## src/rtl/mux_arb_pkg.sv

```systemverilog
// Shared types and constants for the two-stream byte arbiter.
package mux_arb_pkg;

  typedef enum logic [1:0] {IDLE, LOCK_A, LOCK_B} arb_state_e;

  localparam logic SRC_A = 1'b0;
  localparam logic SRC_B = 1'b1;

endpackage

```

## src/rtl/mux_stream_arbiter_rr_grant.sv

```systemverilog
// Combinational grant decision: burst lock first, then lone requester, then round-robin.
module rr_grant
  import mux_arb_pkg::*;
#(
  parameter int LOCK_BEATS = 1,
  parameter int CNT_W      = 1
) (
  input  logic             a_valid,
  input  logic             b_valid,
  input  logic             last_grant,
  input  arb_state_e       state,
  input  logic [CNT_W-1:0] cnt,
  input  logic             load,
  output logic             grant_valid,
  output logic             grant
);

  localparam logic [CNT_W-1:0] LOCK_MAX = CNT_W'(LOCK_BEATS);

  always_comb begin
    grant_valid = 1'b0;
    grant       = SRC_A;
    if (load) begin
      if (state == LOCK_A && a_valid && cnt < LOCK_MAX) begin
        grant_valid = 1'b1;
        grant       = SRC_A;
      end else if (state == LOCK_B && b_valid && cnt < LOCK_MAX) begin
        grant_valid = 1'b1;
        grant       = SRC_B;
      end else if (a_valid && !b_valid) begin
        grant_valid = 1'b1;
        grant       = SRC_A;
      end else if (b_valid && !a_valid) begin
        grant_valid = 1'b1;
        grant       = SRC_B;
      end else if (a_valid && b_valid) begin
        grant_valid = 1'b1;
        grant       = ~last_grant;
      end
    end
  end

endmodule

```

## src/rtl/mux_stream_arbiter.sv

```systemverilog
// Two-stream valid/ready arbiter feeding a single registered output slot and the 2:1 mux select.
module mux_stream_arbiter
  import mux_arb_pkg::*;
#(
  parameter int DATA_W     = 8,
  parameter int LOCK_BEATS = 1
) (
  input  logic              clk,
  input  logic              reset,
  input  logic [DATA_W-1:0] a_data_i,
  input  logic              a_valid_i,
  output logic              a_ready_o,
  input  logic [DATA_W-1:0] b_data_i,
  input  logic              b_valid_i,
  output logic              b_ready_o,
  output logic [DATA_W-1:0] y_data_o,
  output logic              y_valid_o,
  input  logic              y_ready_i,
  output logic              sel_o
);

  localparam int CNT_W = $clog2(LOCK_BEATS + 1);
  localparam logic [CNT_W-1:0] LOCK_MAX = CNT_W'(LOCK_BEATS);

  arb_state_e       state;
  logic [CNT_W-1:0] cnt;
  logic             last_grant;
  logic             load;
  logic             grant_valid;
  logic             grant;
  logic             same_src;

  // Refill is allowed whenever the slot is empty or draining; reset masks all handshakes.
  assign load = (~y_valid_o | y_ready_i) & ~reset;

  rr_grant #(
    .LOCK_BEATS (LOCK_BEATS),
    .CNT_W      (CNT_W)
  ) u_rr_grant (
    .a_valid     (a_valid_i),
    .b_valid     (b_valid_i),
    .last_grant  (last_grant),
    .state       (state),
    .cnt         (cnt),
    .load        (load),
    .grant_valid (grant_valid),
    .grant       (grant)
  );

  assign a_ready_o = grant_valid & (grant == SRC_A);
  assign b_ready_o = grant_valid & (grant == SRC_B);

  assign same_src = (state == LOCK_A && grant == SRC_A) ||
                    (state == LOCK_B && grant == SRC_B);

  always_ff @(posedge clk) begin
    if (reset) begin
      y_valid_o  <= 1'b0;
      y_data_o   <= '0;
      sel_o      <= SRC_A;
      last_grant <= SRC_B;
      state      <= IDLE;
      cnt        <= '0;
    end else if (load) begin
      if (grant_valid) begin
        y_data_o   <= (grant == SRC_B) ? b_data_i : a_data_i;
        sel_o      <= grant;
        y_valid_o  <= 1'b1;
        last_grant <= grant;
        if (same_src) begin
          if (cnt + 1'b1 == LOCK_MAX) begin
            state <= IDLE;
            cnt   <= '0;
          end else begin
            cnt <= cnt + 1'b1;
          end
        end else if (LOCK_BEATS > 1) begin
          // A new source (or the first beat after idle) opens a fresh burst.
          state <= (grant == SRC_B) ? LOCK_B : LOCK_A;
          cnt   <= CNT_W'(1);
        end else begin
          state <= IDLE;
          cnt   <= '0;
        end
      end else begin
        y_valid_o <= 1'b0;
        state     <= IDLE;
        cnt       <= '0;
      end
    end
  end

endmodule

```

## config.mk

```make
export PLATFORM = sky130hd
export DESIGN_NAME = mux_stream_arbiter
export DESIGN_NICKNAME = d
export VERILOG_FILES = /design/src/rtl/mux_arb_pkg.sv /design/src/rtl/mux_stream_arbiter_rr_grant.sv /design/src/rtl/mux_stream_arbiter.sv
export SDC_FILE = /design/constraint.sdc
export NUM_CORES = 1
export LEC_CHECK = 0
export CORE_UTILIZATION = 41
export CTS_BUF_LIST = sky130_fd_sc_hd__clkbuf_4 sky130_fd_sc_hd__clkbuf_8
export DETAILED_ROUTE_END_ITERATION = 10
export PLACE_DENSITY = 0.95
export SLEW_MARGIN = 20
export SYNTH_ARGS = -nofsm -noshare
export SYNTH_HDL_FRONTEND = slang
export SYNTH_SLANG_ARGS = --single-unit
export TNS_END_PERCENT = 20
```

## constraint.sdc

```tcl
create_clock -name clk -period 4.6 [get_ports clk]
set_clock_uncertainty 0.15 [all_clocks]
set_input_delay 0.92 -clock clk [delete_from_list [all_inputs] [get_ports clk]]
set_output_delay 0.92 -clock clk [all_outputs]
set_load 0.02 [all_outputs]
```

==> run metrics <==
syn_area_per_cell 9.97 µm²; CTS resizes 0; via count of the first global-routing pass 487; setup violators final 0; worst-case hold slack 0.344 ns; post-synth top area share 37.4%; final WL 1.39 mm; Cell Area, Synth 588 µm²; setup bufs post-CTS 0; minimum period implied by the final worst setup slack 3.84 ns; # clock sinks 11; initial core utilization 44.6%; worst vdd rail ir drop 0.000217 V; clock-pin slew on the worst setup and hold paths approximately 0.070 ns; portion of total power attributed to sequential cells 41.7%; relative slew slack a little over three fifths; vertical extent of the die roughly 40 µm; Std-Cell Rows 13; cell count after synthesis 59; non-filler cells in the finished layout 105; fraction of power consumed by combinational cells 29.4%; fin. max-slew vios 0; area growth from synthesis to final layout 56.8%; status completed; FMAX between 200 and 300 MHz; net count after synthesis 80; Vias per Instance 5.74; slew of the pin with the lowest slew margin approximately 0.55 ns; power consumption 259 µW; sequential share of the synthesized area 37.4%; total half-perimeter wirelength after legalization and detailed placement about 1.1 mm; category of the worst setup path launch point input port; diodes inserted 0; DRC errors left 0; clock latency on the worst-skew pair 0.28 ns; number of inserted filler cells in the final layout 93; DR pass1 iterations 4; fraction of layout instances using a drive strength above 1 between 15 and 20%; count of vias placed by the detailed router 603; arrival time at the worst endpoint about 2.8 ns; DRT antenna net count 0; wire length per cell after detailed routing 13.3 µm; maximum capacitance violations 0; unrepaired setup endpoints after global routing false; Clk network pwr share between 20 and 30%; area after detailed placement 892 µm²; wire length of the first global-routing pass 2.14 mm; ports placed on the boundary 33; overall routing resource usage a little over a fifth; power dissipated by switching net loads around 75 µW; global placement routability congestion ~0.77; number of distinct standard cells referenced by the synthesized netlist 21; final global-route overflow total 0; dominant cell type by area after synthesis sky130_fd_sc_hd__dfxtp_1; area of the die 1590 µm²; share of the clock period used by the worst path 83.6%; category of the most critical setup path in -> out; total clock buffers created by CTS 3; pin count of the biggest net entering global routing 17; Synth Warn # 0; Required @ worst endpoint between 3 and 4 ns; maximum net fanout on the critical path 11; TNS Setup 0 ns; I/O Buffers 32; internal power contribution 184 µW; Leak Pwr 0.000340 µW; number of synthesized register bits 11; final hold violation count 0; endpoint class of the critical path primary output; CTS H-Tree Depth 1; CTS tree done; drt initial violations 12; fraction of power spent switching nets 28.9%; maximum clock insertion buffer count 2; cell area after layout a little over 900 µm²; Std-Cell Core Area 1320 µm²; Placed Cells 101; library cell used as clock root buffer sky130_fd_sc_hd__clkbuf_4; kind of path behind the tightest hold check reg -> reg; largest cells by area after synthesis sky130_fd_sc_hd__dfxtp_1 (37%), sky130_fd_sc_hd__o31ai_2 (15%), sky130_fd_sc_hd__o211ai_1 (10%), sky130_fd_sc_hd__a31oi_1 (7.4%), sky130_fd_sc_hd__nor2_1 (5.1%); antenna violations before repair 0; # nets final 112; Power Density around 280 nW/µm²; Die X between 30 and 40 µm; hold buffers post-CTS 0
## metal layers
metal / vias up / global-route usage [%] / wire length, µm
met5: - / 0 / 0
met2: 27 / 31.0 / 683
li1: 292 / - / -
met3: 4 / 11.4 / 106
met1: 280 / 25.4 / 575
met4: 0 / 12.9 / 26
## cell usage after synthesis
cell type	count
sky130_fd_sc_hd__clkbuf_1	2
sky130_fd_sc_hd__buf_6	2
sky130_fd_sc_hd__nor2_4	1
sky130_fd_sc_hd__a21boi_1	1
sky130_fd_sc_hd__o211ai_1	8
sky130_fd_sc_hd__o21ai_1	1
sky130_fd_sc_hd__nor2b_4	1
sky130_fd_sc_hd__dfxtp_1	11
sky130_fd_sc_hd__a31o_1	1
sky130_fd_sc_hd__nand2b_1	1
sky130_fd_sc_hd__or3_4	1
sky130_fd_sc_hd__a31oi_1	7
sky130_fd_sc_hd__a211o_1	1
sky130_fd_sc_hd__nor3_2	1
sky130_fd_sc_hd__mux2i_1	1
sky130_fd_sc_hd__inv_1	1
sky130_fd_sc_hd__a21oi_1	1
sky130_fd_sc_hd__buf_2	1
sky130_fd_sc_hd__nor2_1	8
sky130_fd_sc_hd__a21bo_1	1
sky130_fd_sc_hd__o31ai_2	7
## cells in the final DEF, fill, tap and decap left out
cell / n
sky130_fd_sc_hd__clkdlybuf4s50_1: 32
sky130_fd_sc_hd__dfxtp_1: 11
sky130_fd_sc_hd__nor2_1: 8
sky130_fd_sc_hd__o211ai_1: 8
sky130_fd_sc_hd__a31oi_1: 7
sky130_fd_sc_hd__o31ai_2: 7
sky130_fd_sc_hd__clkbuf_4: 4
sky130_fd_sc_hd__nor2_4: 1
sky130_fd_sc_hd__nor2b_4: 1
sky130_fd_sc_hd__or3_4: 1
sky130_fd_sc_hd__a21boi_1: 1
sky130_fd_sc_hd__a21bo_1: 1
sky130_fd_sc_hd__nor3_2: 1
sky130_fd_sc_hd__mux2i_1: 1
sky130_fd_sc_hd__inv_1: 1
sky130_fd_sc_hd__o21ai_1: 1
sky130_fd_sc_hd__nand2b_1: 1
sky130_fd_sc_hd__a21oi_1: 1
sky130_fd_sc_hd__a31o_1: 1
sky130_fd_sc_hd__a211o_1: 1
## logic make-up after synthesis
| logic type | Yosys count | synth area share, % |
|---|---|---|
| flops | 11 | 37.4 |
| buf+inv | 6 | 6.59 |
| compound gates | 28 | 40.2 |
| mux | 1 | 1.70 |
| simple gates | 13 | 14.0 |
## area by class of cell
type                       instances  area, µm²  area share, %
clock buffer                       4       30.0           3.26
inverter                           1       3.75          0.407
timing repair buffer              32        320           34.7
tap                               15       18.8           2.04
sequential                        11        220           23.9
multi-input combinational         42        329           35.7
## per-stage QoR
stage / setup WS, ns / util, %
6_report: 0.756 / 70.0
2_1_floorplan: 1.69 / -
3_5_place_dp: 0.757 / 67.7
3_3_place_gp: 0.784 / 67.7
4_1_cts: 0.761 / 70.0
5_1_grt: 0.706 / 70.0
## final timing paths
kind | from | end | slack [ns] | cells past startpoint
setup / recovery | a_valid_i | a_ready_o | 0.76 | 5
hold / removal | sel_o | sel_o | 0.34 | 1
setup reg to reg | y_valid_o | last_grant | 3.11 | 3
hold reg to reg | sel_o | sel_o | 0.34 | 1
## flip-flops by register name, indices dropped and copies added, names as in the netlist
signal / flops
y_valid_o: 1
last_grant: 1
y_data_o: 8
sel_o: 1
## critical path: stages
cell and delay [ns]:
sky130_fd_sc_hd__clkdlybuf4s50_1 0.55, sky130_fd_sc_hd__nor2_4 0.09, sky130_fd_sc_hd__or3_4 0.47, sky130_fd_sc_hd__nor2_1 0.13, sky130_fd_sc_hd__clkdlybuf4s50_1 0.61
## power groups by stage
| stage | Combinational [µW] | Sequential, µW | Clock, µW |
|---|---|---|---|
| 2_1_floorplan | 30.8 | 119 | 0 |
| 4_1_cts | 76.4 | 108 | 76.2 |
| 3_3_place_gp | 74.9 | 110 | 0 |
| 6_report | 76.0 | 108 | 74.7 |
| 5_1_grt | 81.0 | 109 | 82.3 |
| 3_5_place_dp | 76.2 | 110 | 0 |
Power figures use the tool's default switching activity.
